--- config.mk ---
export PLATFORM = sky130hd
export DESIGN_NAME = fpmul_ssm_norm_n23
export DESIGN_NICKNAME = d
export VERILOG_FILES = /design/src/rtl/fpmul_ssm_norm_n23.sv
export SDC_FILE = /design/constraint.sdc
export NUM_CORES = 1
export LEC_CHECK = 0
export BUFFER_PORTS_ARGS = -buffer_cell sky130_fd_sc_hd__buf_4
export CAP_MARGIN = 20
export CORE_ASPECT_RATIO = 0.5
export CORE_MARGIN = 2
export CORE_UTILIZATION = 40
export DETAILED_ROUTE_END_ITERATION = 8
export GPL_ROUTABILITY_DRIVEN = 0
export PLACE_DENSITY = 0.65
export SLEW_MARGIN = 10
export SYNTH_ARGS = -nofsm -noshare
export SYNTH_HDL_FRONTEND = slang
export SYNTH_SLANG_ARGS = --single-unit
--- constraint.sdc ---
create_clock -name clk -period 2.9 [get_ports clk]
set_clock_uncertainty 0.2 [all_clocks]
set_input_delay 0.58 -clock clk [delete_from_list [all_inputs] [get_ports clk]]
set_output_delay 0.58 -clock clk [all_outputs]
set_load 0.05 [all_outputs]
--- src/rtl/fpmul_ssm_norm_n23.sv ---
// Pack stage of the approximate FP32 multiplier. Classifies operands, adds exponents,
// then normalizes the segmented mantissa term, clamps and packs, with a 2-stage valid/ready pipeline.
module fpmul_ssm_norm_n23 #(
    parameter int unsigned BIAS      = 127,
    parameter logic [31:0] CANON_NAN = 32'h7FC00000
) (
    input  logic        clk,
    input  logic        rst_n,
    input  logic        in_valid,
    output logic        in_ready,
    input  logic [31:0] in_a,
    input  logic [31:0] in_b,
    input  logic [25:0] in_ris,
    output logic        out_valid,
    input  logic        out_ready,
    output logic [31:0] out_p,
    output logic [2:0]  out_flags
);

    typedef enum logic [1:0] {ClsZero, ClsNorm, ClsInf, ClsNan} cls_e;

    function automatic cls_e classify(input logic [31:0] x);
        cls_e c;
        if (x[30:23] == 8'h00) begin
            c = ClsZero;
        end else if (x[30:23] == 8'hFF) begin
            c = (x[22:0] == 23'd0) ? ClsInf : ClsNan;
        end else begin
            c = ClsNorm;
        end
        return c;
    endfunction

    logic               s1_valid;
    logic               s1_sign;
    cls_e               s1_cls_a;
    cls_e               s1_cls_b;
    logic signed [9:0]  s1_esum;
    logic [25:0]        s1_ris;
    logic               s2_load;

    logic [9:0]         esum_c;
    logic               n;
    logic [25:0]        ris_m;
    logic [22:0]        frac;
    logic signed [10:0] e;
    logic               any_nan;
    logic               any_inf;
    logic               any_zero;
    logic [31:0]        p_d;
    logic [2:0]         flags_d;

    assign s2_load  = s1_valid & (~out_valid | out_ready);
    assign in_ready = ~s1_valid | s2_load;

    // Modulo-1024 arithmetic; the result range [-127, 383] fits the signed 10-bit field.
    assign esum_c = 10'(in_a[30:23]) + 10'(in_b[30:23]) - 10'(BIAS);

    always_ff @(posedge clk or negedge rst_n) begin
        if (!rst_n) begin
            s1_valid <= 1'b0;
            s1_sign  <= 1'b0;
            s1_cls_a <= ClsZero;
            s1_cls_b <= ClsZero;
            s1_esum  <= '0;
            s1_ris   <= '0;
        end else if (in_ready) begin
            s1_valid <= in_valid;
            if (in_valid) begin
                s1_sign  <= in_a[31] ^ in_b[31];
                s1_cls_a <= classify(in_a);
                s1_cls_b <= classify(in_b);
                s1_esum  <= esum_c;
                s1_ris   <= in_ris;
            end
        end
    end

    always_comb begin
        any_nan  = (s1_cls_a == ClsNan) || (s1_cls_b == ClsNan);
        any_inf  = (s1_cls_a == ClsInf) || (s1_cls_b == ClsInf);
        any_zero = (s1_cls_a == ClsZero) || (s1_cls_b == ClsZero);

        // Mantissa in [2,4) when ris >= 2^24: shift right one more and bump the exponent.
        n     = s1_ris[25] | s1_ris[24];
        ris_m = s1_ris - 26'h100_0000;
        frac  = n ? 23'(ris_m >> 2) : 23'(s1_ris >> 1);
        e     = {s1_esum[9], s1_esum} + {10'd0, n};

        p_d     = '0;
        flags_d = '0;
        if (any_nan || (any_inf && any_zero)) begin
            p_d     = CANON_NAN;
            flags_d = 3'b100;
        end else if (any_inf) begin
            p_d = {s1_sign, 8'hFF, 23'd0};
        end else if (any_zero) begin
            p_d = {s1_sign, 31'd0};
        end else if (e >= 11'sd255) begin
            p_d     = {s1_sign, 8'hFF, 23'd0};
            flags_d = 3'b010;
        end else if (e <= 11'sd0) begin
            p_d     = {s1_sign, 31'd0};
            flags_d = 3'b001;
        end else begin
            p_d = {s1_sign, e[7:0], frac};
        end
    end

    always_ff @(posedge clk or negedge rst_n) begin
        if (!rst_n) begin
            out_valid <= 1'b0;
            out_p     <= '0;
            out_flags <= '0;
        end else if (s2_load) begin
            out_valid <= 1'b1;
            out_p     <= p_d;
            out_flags <= flags_d;
        end else if (out_ready) begin
            out_valid <= 1'b0;
        end
    end

endmodule

# Yosys cells after proc, flatten, opt, wreduce, memory -nomap -nowiden

Cells that the tools add are included.

Flip-flop bits (word level): 78
Bits in latches: 0
Memory bits (writable): 0
Memory bits (read-only): 0
Input port bits: 94
Output and inout bits: 37
Logic and storage cells: 60
Memories: 0

Add/subtract/negate cells: 4
$mul: 0
Div/mod/pow operators: 0
Order comparisons: 2
Equal/unequal tests: 6
Shift-type cells: 0
Multiplexer cells: 19
Bitwise logic cells: 7
Reduce and logical (&&, ||, !) cells: 13

Operators by type and width:

| operator               | count |
|---|---|
| $mux 31                | 4 |
| $logic_not 23->1       | 2 |
| $mux 32                | 1 |
| $sub 25x25->25 const B | 1 |
| $mux 23                | 1 |
| $eq 8x8->1 const B     | 2 |
| $logic_not 8->1        | 2 |
| $mux 2                 | 7 |
| $add 10x2->11          | 1 |
| $ge 11x9->1 const B    | 1 |
| $le 11x1->1 const B    | 1 |
| $sub 9x7->10 const B   | 1 |
| $add 8x8->9            | 1 |
| $eq 2x2->1 const B     | 4 |
| $mux 1                 | 5 |
| $logic_not 2->1        | 2 |
| $logic_or 1x1->1       | 4 |
| $mux 3                 | 1 |
| $or 1x1->1             | 3 |
| $not 1->1              | 2 |
| $reduce_and 2->1       | 1 |
| $reduce_bool 2->1      | 1 |
| $and 1x1->1            | 1 |
| $logic_and 1x1->1      | 1 |
| $xor 1x1->1            | 1 |

# Longest topological paths before layout

Word-level depth: 8
Depth in mapped cells: 13
Depth with buffers taken out: 10

# Worst setup path after synthesis

OpenSTA, ideal clock, no wires.

Path type: register to register
Start: register s1_ris[25]
End: register out_p[22]
Library setup time: 0.129 ns
Data arrival time: 2.724 ns
Required time: 2.571 ns
Path slack: -0.153 ns
Stages on the path, launching flop included: 13
Path buffers: 3
Period minus slack after synthesis: 3.053 ns
Path through: dfrtp_1 -> nor2_1 -> buf_2 -> inv_1 -> ha_1 -> ha_1 -> buf_2 -> or2_1 -> a21oi_1 -> o2111ai_1 -> a211oi_4 -> buf_2 -> o31ai_1

Longest elaborated chain between the ends: 8
Elaborated cells on any way between the ends: 10
Classes of those cells: add/sub (1); order compare (2); mux (6); bitwise (1)

Ends and longest elaborated chain:

| item                   | line | RTL |
|---|---|---|
| from (decl)            | 39   | `logic [25:0] s1_ris;` |
| from (signal assigned) | 74   | `s1_ris <= in_ris;` |
| $or 1x1->1 *           | 85   | `n = s1_ris[25] \| s1_ris[24];` |
| $add 10x2->11          | 88   | `e = {s1_esum[9], s1_esum} + {10'd0, n};` |
| $le 11x1->1            | 102  | `end else if (e <= 11'sd0) begin` |
| $mux 31                | 102  |  |
| $mux 31 *              | 99   | `end else if (e >= 11'sd255) begin` |
| $mux 31 *              | 97   | `end else if (any_zero) begin` |
| $mux 31 *              | 95   | `end else if (any_inf) begin` |
| $mux 32 *              | 92   | `if (any_nan \|\| (any_inf && any_zero)) begin` |
| to (signal assigned)   | 117  | `out_p <= p_d;` |
| to (decl)              | 16   | `output logic [31:0] out_p,` |

Every way passes the cells marked *; elsewhere a longest branch is shown, timed or not.
A chain may end at the register's enable or synchronous reset.

# Final worst setup path

Start: register s1_ris[25]
End: register out_p[18]

The elaborated chain is that of the path after synthesis.

==> summary.md <==
| Metric | Value |
|---|---|
| Dpl hpwl | 8750 microns |
| CP startpoint kind | register |
| WL/cell | 16.1 microns |
| Syn Inst Count | 456 |
| Commonest cells after routing, fill and taps aside | 143 x buf_4, 77 x dfrtp_1, 57 x nand2_1 |
| GRT overflow | 0 |
| RSZ-0062 raised after global routing | no |
| Crit share post-route | between 90 and 100% |
| Antenna viol nets, final | 0 |
| Area contributors post-synth | dfrtp_1 42%, mux2_2 12%, nand2_1 4.8% |
| Vias in the first global route | 3911 |
| Top_reg_cell synth | dfrtp_1 |
| Pre-Repair DR Iteration Count | 4 |
| Largest net degree at the start of global routing | 44 |
| Rows | 27 |
| I/O pins | 131 |
| Reg2Reg Setup Slack | approximately 0.18 ns |
| Leakage | about 2.7 nW |
| Initial antenna violation count | 0 |
| Area grow syn2layout | 33.1% |
| Run status | completed |
| Synthesized cell area | 0.00456 sq mm |
| Worst Reg-to-Reg Cells | 9 |
| GR peak layer | met2 |
| Ys async rst share | 100% |
| Layout cells sized above 1 | 38.5% |
| Ant. Diodes | 0 |
| Worst EP required | 2.91 ns |
| Flop pwr share | 35.1% |
| DRT iter0 DRCs | 210 |
| Min-Delay Path Class | input pin to async pin |
| CTS Hold Bufs | 0 |
| Max-cap violations | 0 |
| Register bit total from synthesis | 77 |
| Sw power | 1.50 mW |
| Clock share of power | 29.6% |
| Seq/Total Area, Yosys | 42.3% |
| CTS H-Tree Depth | 3 |
| Finish-stage setup viols | 0 |
| First-pass GRT wire length | between 15000 and 20000 microns |
| Top cell type's share of synthesized area | 42.3% |
| Synth Area per Inst | 9.99 sq um |
| Clock root cell | clkbuf_16 |
| Clock Tree Buf Depth | 2 |
| Max frequency | 368 MHz |
| Final hold slack | 0.0469 ns |
| Reg2reg end | out_p[18] |
| Met2 Track Usage GR | 34.9% |
| Syn nets | 568 |
| CTS buffer count | 9 |
| Combinational power share | a little over a third |
| Synth cell types | 59 |
| Commonest non-fill, non-tap cell in the layout | buf_4 |
| Final Hold Fails | 0 |
| Worst setup EP type | register |
| Worst EP arrival | 2.73 ns |
| CTS tree | built |
| Initial Util | 41.3% |
| Crit Reg-Reg Startpoint | s1_ris[25] |
| Clock slew at reported path FFs | 0.06 ns |
| Crit Path Max Fanout | 22 |
| Synth area leader | dfrtp_1 |
| Grt met3 use | about 4.4% |
| Core area | 0.0110 sq mm |
| Slew Viols, Final | 0 |
| DRC Markers | 0 |
| Pint | 2.63 mW |
| Sw Ratio | 36.3% |
| Warnings, synthesis | 0 |
| Die H | 79.5 microns |
| Post-synth EDFFs | 0 |
| IO Port Bufs | 129 |
| Die area | ~0.012 sq mm |
| IR Drop Worst-Case VDD | between 0.2 and 0.3 mV |
| Pwr Total | 4.13 mW |
| Via count | 4021 |
| Vias per cell | 5.49 |
| Critical path type | register to register |
| Die width | 155 microns |
| Met1 GRT Util | 25.6% |
| Post-CTS Setup Repair Bufs | 0 |
| Total GRT Usage | 19.9% |
| FILL cells | 1007 |
| Nets | 694 |
| Worst skew pair latency | 0.33 ns |
| Pwr per Cell Area | 681 mW/mm^2 |
| Post-layout min period | about 2.7 ns |
| Tightest Pin Transition | roughly 0.54 ns |
| Aggregate routed wire length | roughly 12000 microns |
| Relative slew slack | a little over three fifths |
| Clock Sinks | 77 |
[area by class of cell]
type / instances / area (sq um) / share of cell area (%)
tap: 145 / 181 / 2.99
clock buffer: 11 / 243 / 4.00
timing repair buffer: 146 / 1130 / 18.7
sequential: 77 / 1930 / 31.8
multi-input combinational: 330 / 2430 / 40.1
clock inverter: 5 / 81.3 / 1.34
inverter: 18 / 67.6 / 1.11
[worst max-delay path by stage]
| stage | from | to | slack [ns] |
|---|---|---|---|
| CTS | s1_ris[25] | out_p[7] | 0.13 |
| finish | s1_ris[25] | out_p[18] | 0.18 |
| floorplan | s1_ris[25] | out_p[22] | 0.02 |
| global route | s1_ris[24] | out_p[25] | 0.06 |
| detailed placement | in_a[24] | s1_esum[9] | -0.0007 |
| global placement | in_a[24] | s1_esum[9] | 0.008 |
[repair_timing]
item / 4_1_cts / 5_1_grt
gates resized for setup: 0 / 3
setup endpoints to repair: 0 / 6
hold endpoints to repair: 0 / 0
[metrics by stage]
step	setup WS (ns)	instances	TNS, ns	cell area [sq um]	utilization, %
floorplan	0.0211	456	0	4560	-
global placement	0.00816	716	0	5730	51.8
detailed placement	-0.000743	716	-0.000743	5730	51.8
CTS	0.128	732	0	6050	54.8
global route	0.0551	732	0	6070	54.9
finish	0.180	732	0	6070	54.9
[cell families (layout without fill, tap and decap cells)]
logic type / Yosys count / in the layout / synth area share [%]
buffers and inverters: 49 / 180 / 4.80
DFF: 77 / 77 / 42.3
and+or+nand+nor: 150 / 150 / 16.6
AOI/OAI and AO/OA: 102 / 102 / 17.0
muxes: 49 / 49 / 12.1
adders and majority gates: 18 / 18 / 5.11
xor gates and xnor gates: 11 / 11 / 2.11
[power by group through the flow]
stage               clock [mW]  sequential, mW  combinational (mW)
finish                    1.22            1.45                1.46
global route              1.29            1.48                1.58
CTS                       1.24            1.45                1.46
detailed placement           0            1.47                1.46
global placement             0            1.46                1.44
floorplan                    0            1.73               0.690
[Yosys cell counts, drive strengths merged (2+ instances only)]
master	count
nor2	17
nor4	15
a31oi	6
mux2	49
nor3	9
a22o	2
o311ai	2
nand3b	3
inv	18
and2	3
a21oi	15
or2	3
o21ai	17
nand2b	3
clkbuf	12
and4	3
o31ai	10
a211oi	4
o41ai	18
o31a	2
a21boi	5
or4	2
dfrtp	77
nor3b	3
nand2	58
xor2	5
nand4	14
ha	17
buf	19
nand3	16
a221o	2
o211ai	4
a21o	4
o311a	2
xnor2	6
[state kept, by name, summed over array words and instances (netlist names)]
| name | cells |
|---|---|
| out_flags | 3 |
| s1_cls_a | 2 |
| s1_sign | 1 |
| s1_ris | 25 |
| s1_esum | 10 |
| out_valid | 1 |
| s1_valid | 1 |
| s1_cls_b | 2 |
| out_p | 32 |
[critical path: stages, from the launching register on]
cell,delay (ns)
dfrtp_1,0.40
nor2_2,0.14
inv_1,0.08
ha_1,0.24
ha_2,0.23
xnor2_1,0.17
nor3_2,0.43
and2_1,0.26
buf_4,0.30
o31ai_1,0.13
[routing by layer]
metal / wire length [microns] / share of wire, % / up-vias
li1: - / - / 1952
met1: 5390 / 46 / 1958
met2: 5800 / 49 / 105
met3: 536 / 4.5 / 6
met4: 83 / 0.70 / 0
met5: 0 / 0 / -
No activity file was read; power rests on OpenSTA's default activity.
